File: src/rtl/store_buf_if.sv
// Store buffer bus: mem_stage store port, load probe and the sys_mem write port.
// master = mem_stage/sys_mem side, slave = store_buf.
interface store_buf_if #(
    parameter int addr_w = 32
);
    logic              st_valid;
    logic [addr_w-1:0] st_addr;
    logic [31:0]       st_data;
    logic [3:0]        st_mask;
    logic              st_rdy;

    logic [addr_w-1:0] ld_addr;
    logic              ld_valid;
    logic              ld_hit;
    logic [31:0]       ld_data;
    logic              ld_stall;

    logic              wr_valid;
    logic [addr_w-1:0] wr_addr;
    logic [31:0]       wr_data;
    logic [3:0]        wr_mask;
    logic              wr_done;

    logic              empty;

    modport master (
        output st_valid, st_addr, st_data, st_mask, ld_addr, ld_valid, wr_done,
        input  st_rdy, ld_hit, ld_data, ld_stall, wr_valid, wr_addr, wr_data, wr_mask, empty
    );

    modport slave (
        input  st_valid, st_addr, st_data, st_mask, ld_addr, ld_valid, wr_done,
        output st_rdy, ld_hit, ld_data, ld_stall, wr_valid, wr_addr, wr_data, wr_mask, empty
    );
endinterface

File: src/rtl/store_buf.sv
// In-order FIFO store buffer draining to sys_mem, with load probing.
// Optional macro STORE_BUF_FWD_EN enables forwarding of full-word matches.
module store_buf #(
    parameter int depth  = 4,
    parameter int addr_w = 32
) (
    input  logic      clk,
    input  logic      rst,
    input  logic      en,
    store_buf_if.slave bus
);
    localparam int ptr_w = $clog2(depth);
    localparam int cnt_w = ptr_w + 1;

    typedef enum logic [1:0] {IDLE, ISSUE, WAIT} state_t;

    state_t            state;
    state_t            state_nx;
    logic [ptr_w-1:0]  head;
    logic [ptr_w-1:0]  tail;
    logic [cnt_w-1:0]  count;

    logic [addr_w-1:0] ent_addr [depth];
    logic [31:0]       ent_data [depth];
    logic [3:0]        ent_mask [depth];

    logic              push;
    logic              pop;
    logic              match;
    logic [ptr_w-1:0]  match_idx;
    logic [ptr_w-1:0]  idx;
    logic              unused_bits;

    assign unused_bits = ^{bus.st_addr[1:0], bus.ld_addr[1:0]};

    assign bus.st_rdy = (count != cnt_w'(depth));
    assign push       = en & bus.st_valid & bus.st_rdy;
    assign pop        = en & (state == WAIT) & bus.wr_done;

    always_ff @(posedge clk) begin
        if (rst) begin
            state <= IDLE;
        end else begin
            state <= state_nx;
        end
    end

    // wr_done only retires the head while a write is actually outstanding.
    always_comb begin
        state_nx = state;
        if (en) begin
            case (state)
                IDLE:    if (count != '0) state_nx = ISSUE;
                ISSUE:   state_nx = WAIT;
                WAIT:    if (bus.wr_done) state_nx = (count > cnt_w'(1)) ? ISSUE : IDLE;
                default: state_nx = IDLE;
            endcase
        end
    end

    always_ff @(posedge clk) begin
        if (rst) begin
            head  <= '0;
            tail  <= '0;
            count <= '0;
        end else begin
            if (push) tail <= tail + ptr_w'(1);
            if (pop)  head <= head + ptr_w'(1);
            case ({push, pop})
                2'b10:   count <= count + cnt_w'(1);
                2'b01:   count <= count - cnt_w'(1);
                default: count <= count;
            endcase
        end
    end

    always_ff @(posedge clk) begin
        if (push) begin
            ent_addr[tail] <= {bus.st_addr[addr_w-1:2], 2'b00};
            ent_data[tail] <= bus.st_data;
            ent_mask[tail] <= bus.st_mask;
        end
    end

    assign bus.wr_valid = (state == ISSUE);
    assign bus.wr_addr  = ent_addr[head];
    assign bus.wr_data  = ent_data[head];
    assign bus.wr_mask  = ent_mask[head];
    assign bus.empty    = (count == '0) && (state == IDLE);

    // Walk oldest to youngest so the last hit found is the youngest store.
    always_comb begin
        match     = 1'b0;
        match_idx = '0;
        idx       = '0;
        for (int k = 0; k < depth; k++) begin
            idx = head + ptr_w'(k);
            if ((cnt_w'(k) < count) &&
                (ent_addr[idx][addr_w-1:2] == bus.ld_addr[addr_w-1:2])) begin
                match     = 1'b1;
                match_idx = idx;
            end
        end
    end

`ifdef STORE_BUF_FWD_EN
    logic full_word;
    assign full_word    = (ent_mask[match_idx] == 4'hF);
    assign bus.ld_hit   = bus.ld_valid & match & full_word;
    assign bus.ld_data  = bus.ld_hit ? ent_data[match_idx] : 32'h0;
    assign bus.ld_stall = bus.ld_valid & match & ~full_word;
`else
    logic unused_fwd;
    assign unused_fwd   = ^match_idx;
    assign bus.ld_hit   = 1'b0;
    assign bus.ld_data  = 32'h0;
    assign bus.ld_stall = bus.ld_valid & match;
`endif
endmodule

File: src/flat_wrapper.sv
// flat-port wrapper written by rule: the top's interface ports become plain ports
module store_buf_flat 
#(
    parameter int depth  = 4,
    parameter int addr_w = 32
)
  (clk, rst, en, bus_st_valid, bus_st_addr, bus_st_data, bus_st_mask, bus_ld_addr, bus_ld_valid, bus_wr_done, bus_st_rdy, bus_ld_hit, bus_ld_data, bus_ld_stall, bus_wr_valid, bus_wr_addr, bus_wr_data, bus_wr_mask, bus_empty);
  store_buf_if #(.addr_w(addr_w)) bus_i ();
  input  logic clk;
  input  logic rst;
  input  logic en;
  input wire logic [$bits(bus_i.st_valid)-1:0] bus_st_valid;
  input wire logic [$bits(bus_i.st_addr)-1:0] bus_st_addr;
  input wire logic [$bits(bus_i.st_data)-1:0] bus_st_data;
  input wire logic [$bits(bus_i.st_mask)-1:0] bus_st_mask;
  input wire logic [$bits(bus_i.ld_addr)-1:0] bus_ld_addr;
  input wire logic [$bits(bus_i.ld_valid)-1:0] bus_ld_valid;
  input wire logic [$bits(bus_i.wr_done)-1:0] bus_wr_done;
  output wire logic [$bits(bus_i.st_rdy)-1:0] bus_st_rdy;
  output wire logic [$bits(bus_i.ld_hit)-1:0] bus_ld_hit;
  output wire logic [$bits(bus_i.ld_data)-1:0] bus_ld_data;
  output wire logic [$bits(bus_i.ld_stall)-1:0] bus_ld_stall;
  output wire logic [$bits(bus_i.wr_valid)-1:0] bus_wr_valid;
  output wire logic [$bits(bus_i.wr_addr)-1:0] bus_wr_addr;
  output wire logic [$bits(bus_i.wr_data)-1:0] bus_wr_data;
  output wire logic [$bits(bus_i.wr_mask)-1:0] bus_wr_mask;
  output wire logic [$bits(bus_i.empty)-1:0] bus_empty;
  assign bus_i.st_valid = bus_st_valid;
  assign bus_i.st_addr = bus_st_addr;
  assign bus_i.st_data = bus_st_data;
  assign bus_i.st_mask = bus_st_mask;
  assign bus_i.ld_addr = bus_ld_addr;
  assign bus_i.ld_valid = bus_ld_valid;
  assign bus_i.wr_done = bus_wr_done;
  assign bus_st_rdy = bus_i.st_rdy;
  assign bus_ld_hit = bus_i.ld_hit;
  assign bus_ld_data = bus_i.ld_data;
  assign bus_ld_stall = bus_i.ld_stall;
  assign bus_wr_valid = bus_i.wr_valid;
  assign bus_wr_addr = bus_i.wr_addr;
  assign bus_wr_data = bus_i.wr_data;
  assign bus_wr_mask = bus_i.wr_mask;
  assign bus_empty = bus_i.empty;
  store_buf #(.depth(depth), .addr_w(addr_w)) u_core (.clk(clk), .rst(rst), .en(en), .bus(bus_i));
endmodule
File: config.mk
export PLATFORM = sky130hd
export DESIGN_NAME = store_buf_flat
export DESIGN_NICKNAME = d
export VERILOG_FILES = /design/src/rtl/store_buf_if.sv /design/src/rtl/store_buf.sv /design/src/flat_wrapper.sv
export SDC_FILE = /design/constraint.sdc
export NUM_CORES = 1
export LEC_CHECK = 0
export CAP_MARGIN = 25
export CORE_MARGIN = 10
export CORE_UTILIZATION = 40
export CTS_CLUSTER_DIAMETER = 60
export DETAILED_ROUTE_END_ITERATION = 8
export GPL_TIMING_DRIVEN = 0
export PLACE_DENSITY = 0.7
export SETUP_SLACK_MARGIN = 0.05
export SYNTH_ARGS = -nofsm -noshare
export SYNTH_HDL_FRONTEND = slang
export SYNTH_SLANG_ARGS = --single-unit
File: constraint.sdc
create_clock -name clk -period 6.3 [get_ports clk]
set_input_delay 1.575 -clock clk [delete_from_list [all_inputs] [get_ports clk]]
set_output_delay 1.575 -clock clk [all_outputs]
set_load 0.01 [all_outputs]
==> metrics.txt <==
status=complete, no violations; final hold viol count=0; leakage power=5.715 nW; maxcap violations=0; final setup fails=0; fillers=3092; unrepaired setup endpoints after global routing=no; met2 wire length=22.20 mm; H-tree level count=1; area leader, netlist=edfxtp_1; CP max-delay cell=clkdlybuf4s50_1; Final period util=98.37%; Mapped Cells=948; CP Class=in -> out; Port Buf Inserts=152; worst relative slew slack=35.37%; Hold Path Class=reg -> reg; cell area power density=between 200 and 250 nW/um^2; Top Metal Used=met5; DP Cell Count=1599; Crit path largest cell delay=~0.57 ns; FF+latch area=around 8000 sq um; Detailed Route WL=46.96 mm; min cycle time layout=6.197 ns; Post-synth EDFFs=264; DR vias/cell=a little under 6; Crit. End Element=output port; flops & latches, synth=275; setup ws final=0.1027 ns; dpl ws=a little over 0.005 ns; CP Launch Type=primary input; Yosys top cell area share=54.65%; delay-heaviest family, CP=buffers and inverters; worst slew pin tran=0.9450 ns; DRC=0; Starting Density=40.68%; CTS clk-pin slew, worst paths=0.06 ns; largest net degree at the start of global routing=54; Synth async-reset ratio=0%; Worst-Skew Late Latency=0.58 ns; post-route clock skew=0.01680 ns; Multi-input gate area=5808 sq um; Die Wd=~210 um; CP Data Required Time=4.72 ns; Synth cell types=63; synthesis-to-layout area growth=23.39%; Die ar.=around 44000 sq um; Overflow after GRT=0; mapped cell area=14510 sq um; postcts setup bufs=0; initial antenna violation count=8; largest cells by area after synthesis=edfxtp_1, mux4_2, mux2i_1; FMAX=161.4 MHz; most frequently used flop master after synthesis=edfxtp_1; Cell Chain, Critical Path=clkdlybuf4s50_1, clkbuf_1, o221ai_1, o21ai_0, and4_1, nand4_1, a2111o_1, nand4_1, clkdlybuf4s50_1; Detailed Place HPWL=35.00 mm; number of global-route vias before repair=9829; syn_area_per_cell=15.30 sq um; Placer Congestion=a little under 1; worst-case vdd ir drop=308.2 uV; drt wl/cell=28.34 um; register area share after synthesis=between 50% and 60%; Syn. warnings=0; Synth top cells by count=edfxtp_1, mux2i_1, mux4_2, xnor2_1, nor2_1; root buffer cell=clkbuf_16; final antenna-violating net count=0; GRT Total Usage=20.71%; signal arrival time at the worst endpoint=4.62 ns; Tot Pwr=around 4.3 mW; Final Slew Violations=0; Met1 Routed Length=18.76 mm; worst-path fanout max=10; layout cells sized above 1=19.92%; clock buffer count from CTS=31; CORE AREA=35660 sq um; initial DRC count=893; most common cell in the netlist=edfxtp_1; Final #Nets=between 1000 and 1500; routed wire length on met3=4.315 mm; Post-Layout Cell Count=1657; first-pass GRT wire length=about 68 mm; CTS tree=done; I/O pin count=211; via count=9545; Longest Clk Path Bufs=3; WP buf/inv=3; Initial DRT Pass Iterations=6; worst hold slack=about 0.58 ns; row count=69; final instance area=17900 sq um; placed cell areas=16850 sq um; CTS sink cnt=275; Die Ht=roughly 210 um
-- per-stage QoR --
stage / setup TNS [ns] / util [%]
final: 0 / 50.20
after global routing: 0 / 50.20
after CTS: 0 / 50.17
after detailed placement: 0 / 47.26
after global placement: -0.006226 / 46.92
after floorplan: 0 / -
-- power breakdown --
| part | internal (mW) | switching [mW] | leakage [nW] | total, mW |
|---|---|---|---|---|
| Clock | 1.07 | 0.746 | 0.508 | 1.82 |
| Combinational | 0.203 | 0.231 | 2.72 | 0.435 |
| Sequential | 2.05 | 0.0202 | 2.49 | 2.07 |
| Total | 3.32 | 0.998 | 5.72 | 4.32 |
-- path summary, 6_finish.rpt --
path,start,endpoint,slack (ns),cells after the start
hold reg to reg,u_core.tail[1]$_SDFFE_PP0P_,u_core.tail[1]$_SDFFE_PP0P_,0.58,2
hold / removal,u_core.tail[1]$_SDFFE_PP0P_,u_core.tail[1]$_SDFFE_PP0P_,0.58,2
setup reg to reg,u_core.count[0]$_SDFFE_PP0P_,u_core.ent_data[1][28]$_DFFE_PP_,3.76,7
setup / recovery,bus_ld_addr[5],bus_ld_stall,0.10,9
-- logic make-up (layout without fill, tap and decap cells) --
group	count (synthesis)	after routing	synth area share (%)
buffers and inverters	115	328	4.779
other	1	36	0.02585
DFF	275	275	56.17
muxes	211	211	22.72
xor gates and xnor gates	90	90	5.434
AOI/OAI and AO/OA	113	113	5.529
and+or+nand+nor	134	134	4.563
adders and majority gates	9	9	0.7763
-- sequential cells by signal (all words and copies together), names as in the netlist, named ones only --
| name | cells |
|---|---|
| u_core.ent_data | 128 |
| u_core.ent_addr | 120 |
| u_core.ent_mask | 16 |
| u_core.count | 3 |
| u_core.head | 2 |
| u_core.state | 2 |
| u_core.tail | 2 |
-- cells in the final DEF (no fill, tap or decap), drive strengths merged, types with 15 or more instances in the layout --
cell	count
xnor2	61
conb	35
nor2	51
mux2i	105
clkbuf	61
mux4	93
o21ai	15
xor2	29
inv	17
edfxtp	264
a21oi	24
nand2	16
clkdlybuf4s50	152
buf	79
-- worst register-to-register path, cell delays in order, from the launching register on --
cell	delay (ns)
dfxtp_1	0.46
inv_1	0.11
ha_1	0.23
nand2_1	0.08
and3_1	0.16
clkbuf_1	0.32
and2_4	0.41
buf_16	0.28
-- area by class of cell --
class / count / area share, %
plain buffers: 102 / 3.614
clock buffers: 34 / 4.397
multi-input cells: 592 / 32.45
clock inverters: 23 / 1.391
flip-flops and latches: 275 / 45.52
well taps: 461 / 3.223
repair buffers: 156 / 9.116
inverters: 13 / 0.2726
diodes: 1 / 0.01398
-- repair_timing --
item,4_1_cts,5_1_grt
hold buffers,0,0
pin swaps,0,0
gates resized for setup,1,3
setup endpoints to repair,1,1
-- metal layers --
| layer | vias up | track usage, % |
|---|---|---|
| met3 | 101 | 6.083 |
| met2 | 463 | 33.75 |
| met1 | 4805 | 25.93 |
| met5 | - | 0 |
| li1 | 4162 | - |
| met4 | 14 | 6.993 |
Power figures use the tool's default switching activity.
